--- config.mk ---
export PLATFORM = sky130hd
export DESIGN_NAME = page_walker
export DESIGN_NICKNAME = d
export VERILOG_FILES = /design/src/rtl/page_walk_pkg.sv /design/src/rtl/pw_tlb.sv /design/src/rtl/page_walker.sv
export SDC_FILE = /design/constraint.sdc
export NUM_CORES = 1
export LEC_CHECK = 0
export CORE_UTILIZATION = 50
export CTS_CLUSTER_SIZE = 30
export DETAILED_ROUTE_END_ITERATION = 7
export PLACE_DENSITY_LB_ADDON = 0.1
export SLEW_MARGIN = 20
export SYNTH_ARGS = -nofsm -noshare
export SYNTH_HDL_FRONTEND = slang
export SYNTH_SLANG_ARGS = --single-unit
--- constraint.sdc ---
create_clock -name clk -period 2.4 [get_ports clk]
set_input_delay 0.48 -clock clk [delete_from_list [all_inputs] [get_ports clk]]
set_output_delay 0.48 -clock clk [all_outputs]
set_load 0.02 [all_outputs]
--- src/rtl/page_walk_pkg.sv ---
// Shared types and constants for the two-level page-table walker and its TLB.
package page_walk_pkg;

  localparam int VPN_DIR_HI = 31;
  localparam int VPN_DIR_LO = 22;
  localparam int VPN_TBL_HI = 21;
  localparam int VPN_TBL_LO = 12;
  localparam int PAGE_OFF_W = 12;
  localparam int PPN_W      = 20;

  typedef enum logic [2:0] {
    IDLE    = 3'd0,
    PDE_RD  = 3'd1,
    PDE_CHK = 3'd2,
    PTE_RD  = 3'd3,
    PTE_CHK = 3'd4,
    RESP    = 3'd5
  } pw_state_e;

  typedef struct packed {
    logic             valid;
    logic [PPN_W-1:0] vpn;
    logic [PPN_W-1:0] ppn;
  } tlb_entry_t;

endpackage

--- src/rtl/pw_tlb.sv ---
// Fully-associative translation cache: combinational lookup, single install port,
// flush, and lowest-free-then-round-robin replacement.
module pw_tlb
  import page_walk_pkg::*;
#(
  parameter int TLB_ENTRIES = 4
) (
  input  logic             clk,
  input  logic             rst_n,
  input  logic [PPN_W-1:0] lookup_vpn,
  output logic             hit,
  output logic [PPN_W-1:0] hit_ppn,
  input  logic             install_en,
  input  logic [PPN_W-1:0] install_vpn,
  input  logic [PPN_W-1:0] install_ppn,
  input  logic             flush
);

  localparam int IDX_W = (TLB_ENTRIES > 1) ? $clog2(TLB_ENTRIES) : 1;
  localparam logic [IDX_W-1:0] LAST_IDX = IDX_W'(TLB_ENTRIES - 1);

  tlb_entry_t       entries_q [TLB_ENTRIES];
  logic [IDX_W-1:0] ptr_q;
  logic [IDX_W-1:0] free_idx;
  logic             free_found;
  logic [IDX_W-1:0] victim;

  always_comb begin
    hit        = 1'b0;
    hit_ppn    = '0;
    free_found = 1'b0;
    free_idx   = '0;
    for (int i = 0; i < TLB_ENTRIES; i++) begin
      if (entries_q[i].valid && entries_q[i].vpn == lookup_vpn) begin
        hit     = 1'b1;
        hit_ppn = entries_q[i].ppn;
      end
    end
    // Descending scan so the lowest-index free slot wins.
    for (int i = TLB_ENTRIES - 1; i >= 0; i--) begin
      if (!entries_q[i].valid) begin
        free_found = 1'b1;
        free_idx   = IDX_W'(i);
      end
    end
    victim = free_found ? free_idx : ptr_q;
  end

  always_ff @(posedge clk or negedge rst_n) begin
    if (!rst_n) begin
      for (int i = 0; i < TLB_ENTRIES; i++) entries_q[i] <= '0;
      ptr_q <= '0;
    end else if (flush) begin
      for (int i = 0; i < TLB_ENTRIES; i++) entries_q[i].valid <= 1'b0;
      ptr_q <= '0;
    end else if (install_en) begin
      entries_q[victim] <= '{valid: 1'b1, vpn: install_vpn, ppn: install_ppn};
      if (!free_found) ptr_q <= (ptr_q == LAST_IDX) ? '0 : IDX_W'(ptr_q + 1'b1);
    end
  end

endmodule

--- src/rtl/page_walker.sv ---
// Two-level page-table walk controller in front of a single-port word-addressed ram,
// with a small TLB that lets repeat translations bypass memory.
module page_walker
  import page_walk_pkg::*;
#(
  parameter int TLB_ENTRIES = 4,
  parameter int PRESENT_BIT = 0
) (
  input  logic        clk,
  input  logic        rst_n,
  input  logic        req_valid,
  output logic        req_ready,
  input  logic [31:0] req_va,
  input  logic [31:0] pd_base,
  input  logic        tlb_flush,
  output logic        resp_valid,
  input  logic        resp_ready,
  output logic [31:0] resp_pa,
  output logic        resp_fault,
  output logic        resp_tlb_hit,
  output logic [29:0] mem_addr,
  output logic        mem_read_en,
  output logic        mem_write_en,
  input  logic [31:0] mem_rdata,
  output logic        busy,
  output pw_state_e   dbg_state
);

  // Handshakes: a request transfers on a cycle with req_valid & req_ready; a response
  // transfers on resp_valid & resp_ready, and resp_* hold steady until it does.

  pw_state_e        state_q, state_d;
  logic [31:0]      va_q;
  logic             flush_seen_q;
  logic             accept;
  logic             present;
  logic             tlb_hit;
  logic [PPN_W-1:0] tlb_ppn;
  logic             install_en;
  logic             unused_bits;

  assign accept      = req_valid && (state_q == IDLE);
  assign present     = mem_rdata[PRESENT_BIT];
  assign unused_bits = ^{pd_base[PAGE_OFF_W-1:0], mem_rdata[PAGE_OFF_W-1:0]};

  // A flush seen at any point during the walk suppresses the install of its result.
  assign install_en = (state_q == PTE_CHK) && present && !flush_seen_q && !tlb_flush;

  pw_tlb #(.TLB_ENTRIES(TLB_ENTRIES)) u_tlb (
    .clk         (clk),
    .rst_n       (rst_n),
    .lookup_vpn  (req_va[VPN_DIR_HI:VPN_TBL_LO]),
    .hit         (tlb_hit),
    .hit_ppn     (tlb_ppn),
    .install_en  (install_en),
    .install_vpn (va_q[VPN_DIR_HI:VPN_TBL_LO]),
    .install_ppn (mem_rdata[31:PAGE_OFF_W]),
    .flush       (tlb_flush)
  );

  always_ff @(posedge clk or negedge rst_n) begin
    if (!rst_n) state_q <= IDLE;
    else        state_q <= state_d;
  end

  always_comb begin
    state_d = state_q;
    case (state_q)
      IDLE:    if (req_valid) state_d = tlb_hit ? RESP : PDE_RD;
      PDE_RD:  state_d = PDE_CHK;
      PDE_CHK: state_d = present ? PTE_RD : RESP;
      PTE_RD:  state_d = PTE_CHK;
      PTE_CHK: state_d = RESP;
      RESP:    if (resp_ready) state_d = IDLE;
      default: state_d = IDLE;
    endcase
  end

  always_ff @(posedge clk or negedge rst_n) begin
    if (!rst_n) begin
      va_q         <= '0;
      flush_seen_q <= 1'b0;
      mem_addr     <= '0;
      resp_pa      <= '0;
      resp_fault   <= 1'b0;
      resp_tlb_hit <= 1'b0;
    end else begin
      if (accept)         flush_seen_q <= 1'b0;
      else if (tlb_flush) flush_seen_q <= 1'b1;
      case (state_q)
        IDLE: begin
          if (accept) begin
            va_q <= req_va;
            if (tlb_hit) begin
              resp_pa      <= {tlb_ppn, req_va[PAGE_OFF_W-1:0]};
              resp_fault   <= 1'b0;
              resp_tlb_hit <= 1'b1;
            end else begin
              // pd_base is consumed here so later changes cannot affect the walk.
              mem_addr     <= {pd_base[31:PAGE_OFF_W], req_va[VPN_DIR_HI:VPN_DIR_LO]};
              resp_pa      <= '0;
              resp_fault   <= 1'b0;
              resp_tlb_hit <= 1'b0;
            end
          end
        end
        PDE_CHK: begin
          if (present) begin
            mem_addr <= {mem_rdata[31:PAGE_OFF_W], va_q[VPN_TBL_HI:VPN_TBL_LO]};
          end else begin
            resp_fault <= 1'b1;
            resp_pa    <= '0;
          end
        end
        PTE_CHK: begin
          if (present) begin
            resp_pa <= {mem_rdata[31:PAGE_OFF_W], va_q[PAGE_OFF_W-1:0]};
          end else begin
            resp_fault <= 1'b1;
            resp_pa    <= '0;
          end
        end
        default: ;
      endcase
    end
  end

  assign req_ready    = (state_q == IDLE);
  assign resp_valid   = (state_q == RESP);
  assign mem_read_en  = (state_q == PDE_RD) || (state_q == PTE_RD);
  assign mem_write_en = 1'b0;
  assign busy         = (state_q != IDLE) && (state_q != RESP);
  assign dbg_state    = state_q;

endmodule

==> flow_metrics.env, run 1 <==
export IMPL_drtIter0Drc=515
export IMPL_crit_chain="clkdlybuf4s50_1 > buf_4 > xor2_1 > nor4_2 > nand2_1 > o22ai_4 > or3b_4 > o22ai_4 > buf_12 > buf_12 > mux2_4"
export IMPL_max_stage_delay_ns=0.46
export IMPL_gp_congestion=0.909
export IMPL_vias=9027
export IMPL_cts_tree="done"
export IMPL_muxShareOfSynthArea=0.218
export IMPL_pwr_share_clk=0.260
export IMPL_grt_pass1_vias=9119
export IMPL_peakVddDrop_uv=629
export IMPL_synthXorXnorAreaFrac=0.0567
export IMPL_grt_max_degree=81
export IMPL_synth_simple_gate_area_share=0.0948
export IMPL_leakage_nw=7.72
export IMPL_ctsRootBufferMaster="clkbuf_16"
export IMPL_yosys_area_share_adder=0.00100
export IMPL_pwr_share_comb=0.357
export IMPL_met3_usage=0.0379
export IMPL_dr_pass1_iters=5
export IMPL_utilization=0.682
export IMPL_powerDensity_mw_per_mm2=1030
export IMPL_ioPinCount=173
export IMPL_grt_busiest_layer="met2"
export IMPL_placementRows=57
export IMPL_h_tree_depth=1
export IMPL_rsz0062_at_grt="yes"
export IMPL_gr_total_overflow=0
export IMPL_power_switching_mw=5.61
export IMPL_dp_hpwl_mm=22.2
export IMPL_cp_data_arrival_time_ns=2.93
export IMPL_path_clk_slew_ns=0.06
export IMPL_intPower_mw=11.6
export IMPL_period_minus_slack_ns=2.51
export IMPL_yosysUniqueCellTypes=46
export IMPL_async_flop_share=1.00
export IMPL_r2r_slack_ns=-0.10
export IMPL_cap_violations=0
export IMPL_drc=0
export IMPL_ant_nets=0
export IMPL_status="complete, but fails checks"
export IMPL_synth_top_family_by_area="multiplexers"
export IMPL_clock_sinks=266
export IMPL_place_area_sq_mm=0.0151
export IMPL_coreArea_sq_mm=0.0245
export IMPL_drt_wl_total_mm=34.6
export IMPL_fin_area_sq_mm=0.0167
export IMPL_crit_buf_inv=4
export IMPL_dp_cells=1528
export IMPL_yosysWarnings=0
export IMPL_worst_slew_pin_slew_ns=1.02
export IMPL_cp_required_ns=2.82
export IMPL_finalSetupTns_ns=-2.61
export IMPL_grt_pass1_wl_mm=54.1
export IMPL_netlist_instances=1025
export IMPL_layout_setup_ws_ns=-0.108
export IMPL_worstSkewPairLatency_ns=0.54
export IMPL_swShare=0.325
export IMPL_startpoint_type="input port"
export IMPL_endpoint_kind="flop"
export IMPL_totalPowerFinal_mw=17.2
export IMPL_critPathKind="in -> reg"
export IMPL_portBuffers=148
export IMPL_syn_avg_cell_area_sq_um=12.2
export IMPL_timing_final_crit_share=1.04
export IMPL_ys_seq_area_frac=0.532
export IMPL_setup_violations=33
export IMPL_cp_max_fo=5
export IMPL_start_util=0.512
export IMPL_slew_viol_final=0
export IMPL_seqPwrFrac=0.384
export IMPL_synth_flop_cell="dfrtp_1"
export IMPL_ys_ff_latch=266
export IMPL_hold_violations=0
export IMPL_use_met1=0.404
export IMPL_hp_class="in -> reg"
export IMPL_synth_fp_nets=1127
export IMPL_post_drt_via_cell_ratio=5.67
export IMPL_clock_path_buffers=3
export IMPL_fin_nets=1351
export IMPL_violations="setup timing"
export IMPL_avgRoutedWirePerCell_um=21.8
export IMPL_drive_gt1_frac=0.361
export IMPL_max_slew_margin=0.317
export IMPL_slowest_stage="clkdlybuf4s50_1"
export IMPL_area_growth_pct=33.3
export IMPL_fin_cells=1592
export IMPL_synth_compound_area_frac=0.0689
export IMPL_fin_worst_skew_ns=0.0147
export IMPL_dieArea_sq_mm=0.0257
export IMPL_antenna_found_initial=1
export IMPL_synth_edf_count=0
export IMPL_synth_area_sq_mm=0.0125
export IMPL_numCtsBuffers=29
export IMPL_grt_use_met2=0.421
export IMPL_fp_dieH_um=160
export IMPL_num_fill_cells=1826
export IMPL_fmax_ghz=0.399
export IMPL_crit_family="buffers and inverters"
export IMPL_die_w_um=160
export IMPL_grt_use_total=0.273
==> final timing paths <==
check	start	end	depth (start not counted)
setup reg to reg	u_tlb.entries_q[145]$_DFFE_PN0P_	mem_addr[4]$_DFFE_PN0P_	10
setup / recovery	req_va[20]	mem_addr[4]$_DFFE_PN0P_	11
hold / removal	req_va[15]	va_q[15]$_DFFE_PN0P_	3
max in group asynchronous	rst_n	u_tlb.entries_q[1]$_DFFE_PN0P_	3
hold reg to reg	va_q[8]$_DFFE_PN0P_	va_q[8]$_DFFE_PN0P_	2
min in group asynchronous	rst_n	u_tlb.entries_q[145]$_DFFE_PN0P_	2
==> worst min-delay path, cell delays in order <==
cell and delay (ns):
dlygate4sd2_1 0.29, nand2_1 0.07, nand2_1 0.04
==> cell type report <==
type	instances	area, sq um	area share
clock inverter	6	82.6	0.00495
sequential	266	6660	0.399
tap	324	405	0.0243
clock buffer	43	878	0.0527
timing repair buffer	272	2740	0.164
multi-input combinational	675	5890	0.353
antenna	1	2.50	0.000150
inverter	5	18.8	0.00113
==> cells by family (layout without fill, tap and decap cells) <==
family                   after synthesis  after routing
AND/OR/NAND/NOR                      233            233
AO/OA/AOI/OAI                        127            127
buffers and inverters                 84            326
other                                  1              2
XOR/XNOR                              81             81
adder cells (fa/ha/maj)                1              1
multiplexers                         232            232
flip-flops                           266            266
==> power groups by stage <==
stage | logic, mW | clock network, mW | registers [mW]
floorplan | 2.58 | 0 | 7.08
global placement | 5.71 | 0 | 6.59
detailed placement | 5.79 | 0 | 6.61
CTS | 6.07 | 4.54 | 6.59
global route | 6.55 | 4.75 | 6.78
finish | 6.16 | 4.48 | 6.61
==> stage by stage <==
stage	setup WS (ns)	hold slack [ns]
after floorplan	-0.00139	0.184
after global placement	-0.816	0.360
after detailed placement	-0.870	0.360
after CTS	-0.147	0.315
after global routing	-0.196	0.376
final	-0.108	0.382
==> per-layer routing <==
| metal | vias up | share of wire |
|---|---|---|
| met3 | 47 | 0.050 |
| met4 | 0 | 0.019 |
| met5 | - | 0 |
| met2 | 242 | 0.46 |
| met1 | 4651 | 0.47 |
| li1 | 4087 | - |
==> cells in the mapped netlist (18+ instances only) <==
cell type / n / share of area
a21oi_1: 29 / 0.012
nand2_1: 76 / 0.023
a221o_1: 20 / 0.016
and2_1: 22 / 0.011
dfrtp_1: 266 / 0.53
o21ai_0: 25 / 0.010
a22oi_1: 20 / 0.012
nand3_1: 18 / 0.0072
or3_1: 20 / 0.010
clkbuf_1: 54 / 0.016
nor2_1: 34 / 0.010
xnor2_1: 28 / 0.020
nor4_1: 22 / 0.011
a31oi_1: 20 / 0.010
mux2_4: 30 / 0.036
mux2_2: 200 / 0.18
xor2_1: 53 / 0.037
==> layout by cell type, fill, tap and decap left out, types with 4 or more instances in the layout <==
cell type and instances:
nand4_1 13, o21ai_0 8, xor2_2 17, dfrtp_1 263, mux2_4 30, a21oi_1 28
a22oi_1 20, xnor2_1 17, buf_12 19, clkbuf_16 32, a31oi_1 20, clkdlybuf4s50_1 123
dlygate4sd2_1 23, or3_1 20, clkbuf_8 10, buf_4 95, nand2_1 72, mux2_2 200
nand3_1 18, buf_6 4, o21ai_2 5, nor2_1 34, xor2_1 35, and2_1 22
nor4_1 17, a221o_1 20, o21ai_1 12, xnor2_2 11, clkbuf_1 4, inv_1 5
==> what timing repair did <==
item                                    4_1_cts  5_1_grt
resized for setup                            61       43
hold endpoints to repair                     27        0
gates cloned                                  3        4
endpoints found under the setup margin       69       65
buffers inserted                              3        5
hold buffers                                  1        0
pin swaps                                     8        8
==> registers in the layout, summed over array words and instances, names as in the netlist <==
signal / cells
flush_seen_q: 1
resp_pa: 32
resp_tlb_hit: 1
u_tlb.ptr_q: 2
u_tlb.entries_q: 164
dbg_state: 3
resp_fault: 1
va_q: 32
mem_addr: 30
(Power assumes the default switching activity.)
==> run 2, diff against run 1 <==
==> constraint.sdc (replaced) <==
create_clock -name clk -period 2.9 [get_ports clk]
set_input_delay 0.58 -clock clk [delete_from_list [all_inputs] [get_ports clk]]
set_output_delay 0.58 -clock clk [all_outputs]
set_load 0.02 [all_outputs]
==> run 2 against run 1 <==
  * The flow finishes with violations (hold timing)
  * Global-route usage decreased by 1.6 points
  * Design area is 4.7% lower
  * Clock skew fell by 0.0047 ns
  * Core utilization shrank 3.2 points
  * Sequential share of layout area rose by 1.9 points
  * Worst hold slack lost 0.39 ns
  * Combinational power down 25%
  * Final cell count is 1.9% lower
  * Clock-buffer cell count shrank 3
  * Worst setup slack better by 0.17 ns
  * Die area stayed put
==> flow_metrics.env, run 2 (synthesis gave the netlist of run 1 again) <==
export IMPL_status="complete, but fails checks"
export IMPL_violations="hold timing"
export IMPL_largest_reg_flops=164
export IMPL_fin_nets=1319
export IMPL_coreArea_sq_mm=0.0245
export IMPL_regMostFlops="u_tlb.entries_q"
export IMPL_power_switching_mw=4.42
export IMPL_finalSetupTns_ns=0
export IMPL_clock_path_buffers=3
export IMPL_antennaDiodeCount=0
export IMPL_antenna_found_initial=0
export IMPL_place_area_sq_mm=0.0150
export IMPL_portBuffers=148
export IMPL_period_minus_slack_ns=2.83
export IMPL_ioPinCount=173
export IMPL_endpoint_kind="flop"
export IMPL_cts_setup_buffers=0
export IMPL_final_cell_mix="dfrtp_1 (266), mux2_2 (200), clkdlybuf4s50_1 (147), buf_4 (79), nand2_1 (74)"
export IMPL_powerDensity_mw_per_mm2=857
export IMPL_fmax_ghz=0.353
export IMPL_worstSkewPairLatency_ns=0.54
export IMPL_r2r_end="mem_addr[24]$_DFFE_PN0P_"
export IMPL_numCtsBuffers=29
export IMPL_whs_ns=-0.00715
export IMPL_startpoint_type="input port"
export IMPL_area_growth_pct=27.0
export IMPL_hp_class="in -> async"
export IMPL_timing_final_crit_share=0.977
export IMPL_grt_max_degree=74
export IMPL_pwr_share_comb=0.342
export IMPL_path_clk_slew_ns=0.06
export IMPL_cap_violations=0
export IMPL_max_slew_margin=0.400
export IMPL_gr_total_overflow=0
export IMPL_dr_pass1_iters=5
export IMPL_die_w_um=160
export IMPL_drive_gt1_frac=0.307
export IMPL_dieArea_sq_mm=0.0257
export IMPL_intPower_mw=9.19
export IMPL_reg_top3="u_tlb.entries_q: 164 flops, resp_pa: 32 flops, va_q: 32 flops"
export IMPL_ant_nets=0
export IMPL_cp_data_arrival_time_ns=3.25
export IMPL_ctsRootBufferMaster="clkbuf_16"
export IMPL_rr_worst_depth=8
export IMPL_worst_slew_pin_slew_ns=0.898
export IMPL_fin_area_sq_mm=0.0159
export IMPL_gp_congestion=0.913
export IMPL_dp_hpwl_mm=21.3
export IMPL_cts_tree="done"
export IMPL_r2r_slack_ns=0.24
export IMPL_fp_dieH_um=160
export IMPL_slew_viol_final=0
export IMPL_cp_max_fo=16
export IMPL_grt_use_total=0.256
export IMPL_start_util=0.512
export IMPL_layout_setup_ws_ns=0.0661
export IMPL_cp_required_ns=3.31
export IMPL_h_tree_depth=1
export IMPL_hold_violations=3
export IMPL_leakage_nw=7.31
export IMPL_post_drt_via_cell_ratio=5.61
export IMPL_seqPwrFrac=0.397
export IMPL_place_ws_ns=-0.412
export IMPL_placementRows=57
export IMPL_clock_sinks=266
export IMPL_grt_pass1_vias=9009
export IMPL_avgRoutedWirePerCell_um=20.4
export IMPL_vias=8763
export IMPL_drc=0
export IMPL_grt_pass1_wl_mm=51.6
export IMPL_drtIter0Drc=540
export IMPL_peakVddDrop_uv=530
export IMPL_rsz0062_at_grt="no"
export IMPL_drt_wl_total_mm=31.9
export IMPL_final_common_cell="dfrtp_1"
export IMPL_fin_worst_skew_ns=0.0100
export IMPL_critPathKind="in -> reg"
export IMPL_setup_violations=0
export IMPL_swShare=0.325
export IMPL_r2r_start="u_tlb.entries_q[161]$_DFFE_PN0P_"
export IMPL_pwr_share_clk=0.261
==> run 2: cell count changes in the layout (fill, tap and decap cells not counted), sizes merged <==
cell           change
clkinv             +5
buf               -28
bufinv             -1
dlygate4sd2       -23
clkbuf             -6
diode              -1
dlymetal6s2s       -1
dlygate4sd3        -1
clkdlybuf4s50     +24
clkinvlp           +1
==> run 2: critical path, stage by stage <==
cell and delay [ns]:
clkdlybuf4s50_1 0.49, xnor2_1 0.33, nand4_1 0.23, or4_1 0.59, o22ai_1 0.14, or3b_1 0.26
o22ai_4 0.12, buf_12 0.18, mux2_4 0.30
==> run 2: worst max-delay path by stage <==
stage / start / to / slack [ns] / depth (start not counted)
2_1_floorplan: req_va[15] / mem_addr[0]$_DFFE_PN0P_ / 0.25 / 10
3_3_place_gp: req_va[26] / mem_addr[6]$_DFFE_PN0P_ / -0.34 / 9
3_5_place_dp: req_va[26] / mem_addr[10]$_DFFE_PN0P_ / -0.41 / 9
4_1_cts: dbg_state[1]$_DFFE_PN0P_ / req_ready / 0.05 / 2
5_1_grt: req_va[18] / resp_pa[25]$_DFFE_PN0P_ / 0.01 / 12
6_report: req_va[30] / mem_addr[24]$_DFFE_PN0P_ / 0.07 / 9
==> run 2: cell type report <==
class | count | area [sq um]
clock buffers | 40 | 837
clock inverters | 11 | 88.8
fillers | 1926 | 8570
inverters | 5 | 18.8
multi-input cells | 675 | 5550
flip-flops and latches | 266 | 6660
well taps | 324 | 405
repair buffers | 240 | 2340
==> run 2: repair_timing <==
item / 4_1_cts / 5_1_grt
endpoints found under the setup margin: 0 / 3
hold buffers: 0 / 0
resized for setup: 0 / 2
endpoints found under the hold margin: 0 / 0
==> run 2: power groups by stage <==
| stage | Clock [mW] | Combinational, mW | Sequential [mW] |
|---|---|---|---|
| 3_5_place_dp | 0 | 4.66 | 5.45 |
| 3_3_place_gp | 0 | 4.59 | 5.43 |
| 2_1_floorplan | 0 | 2.13 | 5.86 |
| 6_report | 3.56 | 4.65 | 5.41 |
| 4_1_cts | 3.64 | 4.67 | 5.40 |
| 5_1_grt | 3.80 | 5.00 | 5.55 |
==> run 2: routing by layer <==
layer  track usage  wire [um]
met5             0          0
met3        0.0325       1600
met2         0.403      14700
met4        0.0541        410
met1         0.381      15200
==> run 2: metrics by stage <==
stage / std cells / total power, mW / util / hold WS, ns
final: 1561 / 13.6 / 0.650 / -0.00715
after global routing: 1561 / 14.3 / 0.650 / 0.0242
after CTS: 1561 / 13.7 / 0.649 / 0.00871
after detailed placement: 1510 / 10.1 / 0.611 / 0.463
after global placement: 1510 / 10.0 / 0.611 / 0.458
after floorplan: 1025 / 7.98 / - / 0.284
==> run 3, diff against run 2 <==
--- a/config.mk
+++ b/config.mk
@@ -8,7 +8,7 @@
 export CORE_UTILIZATION = 50
 export CTS_CLUSTER_SIZE = 30
 export DETAILED_ROUTE_END_ITERATION = 7
-export PLACE_DENSITY_LB_ADDON = 0.1
+export PLACE_DENSITY_LB_ADDON = 0.2
 export SLEW_MARGIN = 20
 export SYNTH_ARGS = -nofsm -noshare
 export SYNTH_HDL_FRONTEND = slang
==> run 3 against run 2 <==
  * The run now ends clean
  * Core utilization about the same
  * Clock skew is 0.00094 ns lower
  * Die area unchanged
==> flow_metrics.env, run 3 (synthesis gave the netlist of run 1 again) <==
export IMPL_hp_class="reg -> reg"
export IMPL_hp_start="va_q[3]$_DFFE_PN0P_"
export IMPL_h_tree_depth=1
export IMPL_fin_area_sq_mm=0.0159
export IMPL_ant_nets=0
export IMPL_final_cell_mix="dfrtp_1 (265), mux2_2 (200), clkdlybuf4s50_1 (147), buf_4 (79), nand2_1 (74)"
export IMPL_path_clk_slew_ns=0.06
export IMPL_r2r_start="u_tlb.entries_q[160]$_DFFE_PN0P_"
export IMPL_regMostFlops="u_tlb.entries_q"
export IMPL_vias=8815
export IMPL_numCtsBuffers=28
export IMPL_post_drt_via_cell_ratio=5.65
export IMPL_worst_slew_pin_slew_ns=1.00
export IMPL_clock_sinks=266
export IMPL_worstSkewPairLatency_ns=0.53
export IMPL_cts_tree="done"
export IMPL_clock_path_buffers=3
export IMPL_powerDensity_mw_per_mm2=866
export IMPL_ioPinCount=173
export IMPL_peakVddDrop_uv=661
export IMPL_drive_gt1_frac=0.307
export IMPL_fin_nets=1318
export IMPL_cp_data_arrival_time_ns=3.27
export IMPL_gp_congestion=0.913
export IMPL_fmax_ghz=0.350
export IMPL_gr_total_overflow=0
export IMPL_timing_final_crit_share=0.985
export IMPL_rsz0062_at_grt="no"
export IMPL_final_common_cell="dfrtp_1"
export IMPL_cap_violations=0
export IMPL_fin_worst_skew_ns=0.00909
export IMPL_avgRoutedWirePerCell_um=20.3
export IMPL_utilization=0.650
export IMPL_hold_violations=0
export IMPL_setup_violations=0
export IMPL_dp_hpwl_mm=20.8
export IMPL_ctsRootBufferMaster="clkbuf_16"
export IMPL_grt_use_total=0.255
export IMPL_place_area_sq_mm=0.0149
export IMPL_area_growth_pct=27.1
export IMPL_grt_pass1_wl_mm=51.5
export IMPL_cp_required_ns=3.31
export IMPL_max_slew_margin=0.331
export IMPL_largest_reg_flops=164
export IMPL_dr_pass1_iters=5
export IMPL_whs_ns=0.478
export IMPL_grt_max_degree=87
export IMPL_drtIter0Drc=662
export IMPL_cp_max_fo=18
export IMPL_endpoint_kind="flop"
export IMPL_reg_top3="u_tlb.entries_q: 164 flops, resp_pa: 32 flops, va_q: 32 flops"
export IMPL_placementRows=57
export IMPL_startpoint_type="input port"
export IMPL_antennaDiodeCount=0
export IMPL_period_minus_slack_ns=2.86
export IMPL_die_w_um=160
export IMPL_coreArea_sq_mm=0.0245
export IMPL_slew_viol_final=0
export IMPL_dieArea_sq_mm=0.0257
export IMPL_grt_pass1_vias=9016
export IMPL_leakage_nw=7.32
export IMPL_portBuffers=148
export IMPL_fp_dieH_um=160
export IMPL_critPathKind="in -> reg"
export IMPL_status="completed"
export IMPL_start_util=0.512
export IMPL_drc=0
export IMPL_drt_wl_total_mm=31.6
export IMPL_crit_path_start="req_va[29]"
export IMPL_antenna_found_initial=0
export IMPL_cts_setup_buffers=0
run 3: worst max-delay path, cell delays in order:
cell             delay, ns
clkdlybuf4s50_1       0.56
xnor2_1               0.35
nand4_1               0.19
or4_1                 0.55
o22ai_1               0.13
or3b_1                0.25
o22ai_4               0.12
buf_12                0.19
mux2_4                0.32
run 3: per-layer routing:
metal	global-route usage	up-vias	wire length, um
li1	-	4038	-
met1	0.378	4467	14900
met2	0.394	264	14400
met3	0.0356	46	1630
met4	0.0641	0	602
met5	0	-	0
run 3: where the power goes:
group | internal (mW) | switching [mW] | leakage [nW]
Clock | 2.21 | 1.46 | 0.471
Sequential | 4.70 | 0.730 | 3.51
Combinational | 2.41 | 2.26 | 3.34
run 3: final timing paths:
| kind | endpoint | slack [ns] | cells after the start |
|---|---|---|---|
| setup / recovery | mem_addr[15]$_DFFE_PN0P_ | 0.04 | 9 |
| min in group asynchronous | resp_pa[11]$_DFFE_PN0P_ | 0.57 | 2 |
| setup reg to reg | mem_addr[15]$_DFFE_PN0P_ | 0.32 | 8 |
| hold reg to reg | va_q[3]$_DFFE_PN0P_ | 0.48 | 2 |
| hold / removal | va_q[3]$_DFFE_PN0P_ | 0.48 | 2 |
| max in group asynchronous | u_tlb.entries_q[132]$_DFFE_PN0P_ | 1.50 | 3 |
run 3: layout make-up:
cell class / instances / area [sq um]
Fill cell: 1870 / 8560
Timing Repair Buffer: 240 / 2330
Tap cell: 324 / 405
Inverter: 5 / 18.8
Clock inverter: 13 / 145
Clock buffer: 37 / 806
Sequential cell: 266 / 6660
Multi-Input combinational cell: 675 / 5540
run 3: through the flow:
| stage | TNS, ns | power (mW) | instances | worst slack [ns] |
|---|---|---|---|---|
| after detailed placement | -21.98 | 10.1 | 1509 | -0.436 |
| after floorplan | 0 | 7.98 | 1025 | 0.250 |
| final | 0 | 13.8 | 1560 | 0.0425 |
| after global placement | -19.04 | 10.0 | 1509 | -0.377 |
| after global routing | 0 | 14.5 | 1560 | 0.0163 |
| after CTS | -0.00609 | 13.9 | 1560 | -0.00609 |
run 3: repair_timing:
action	in CTS	in global routing
endpoints found under the hold margin	49	0
hold buffers	1	0
resized for setup	0	2
setup endpoints to repair	1	3
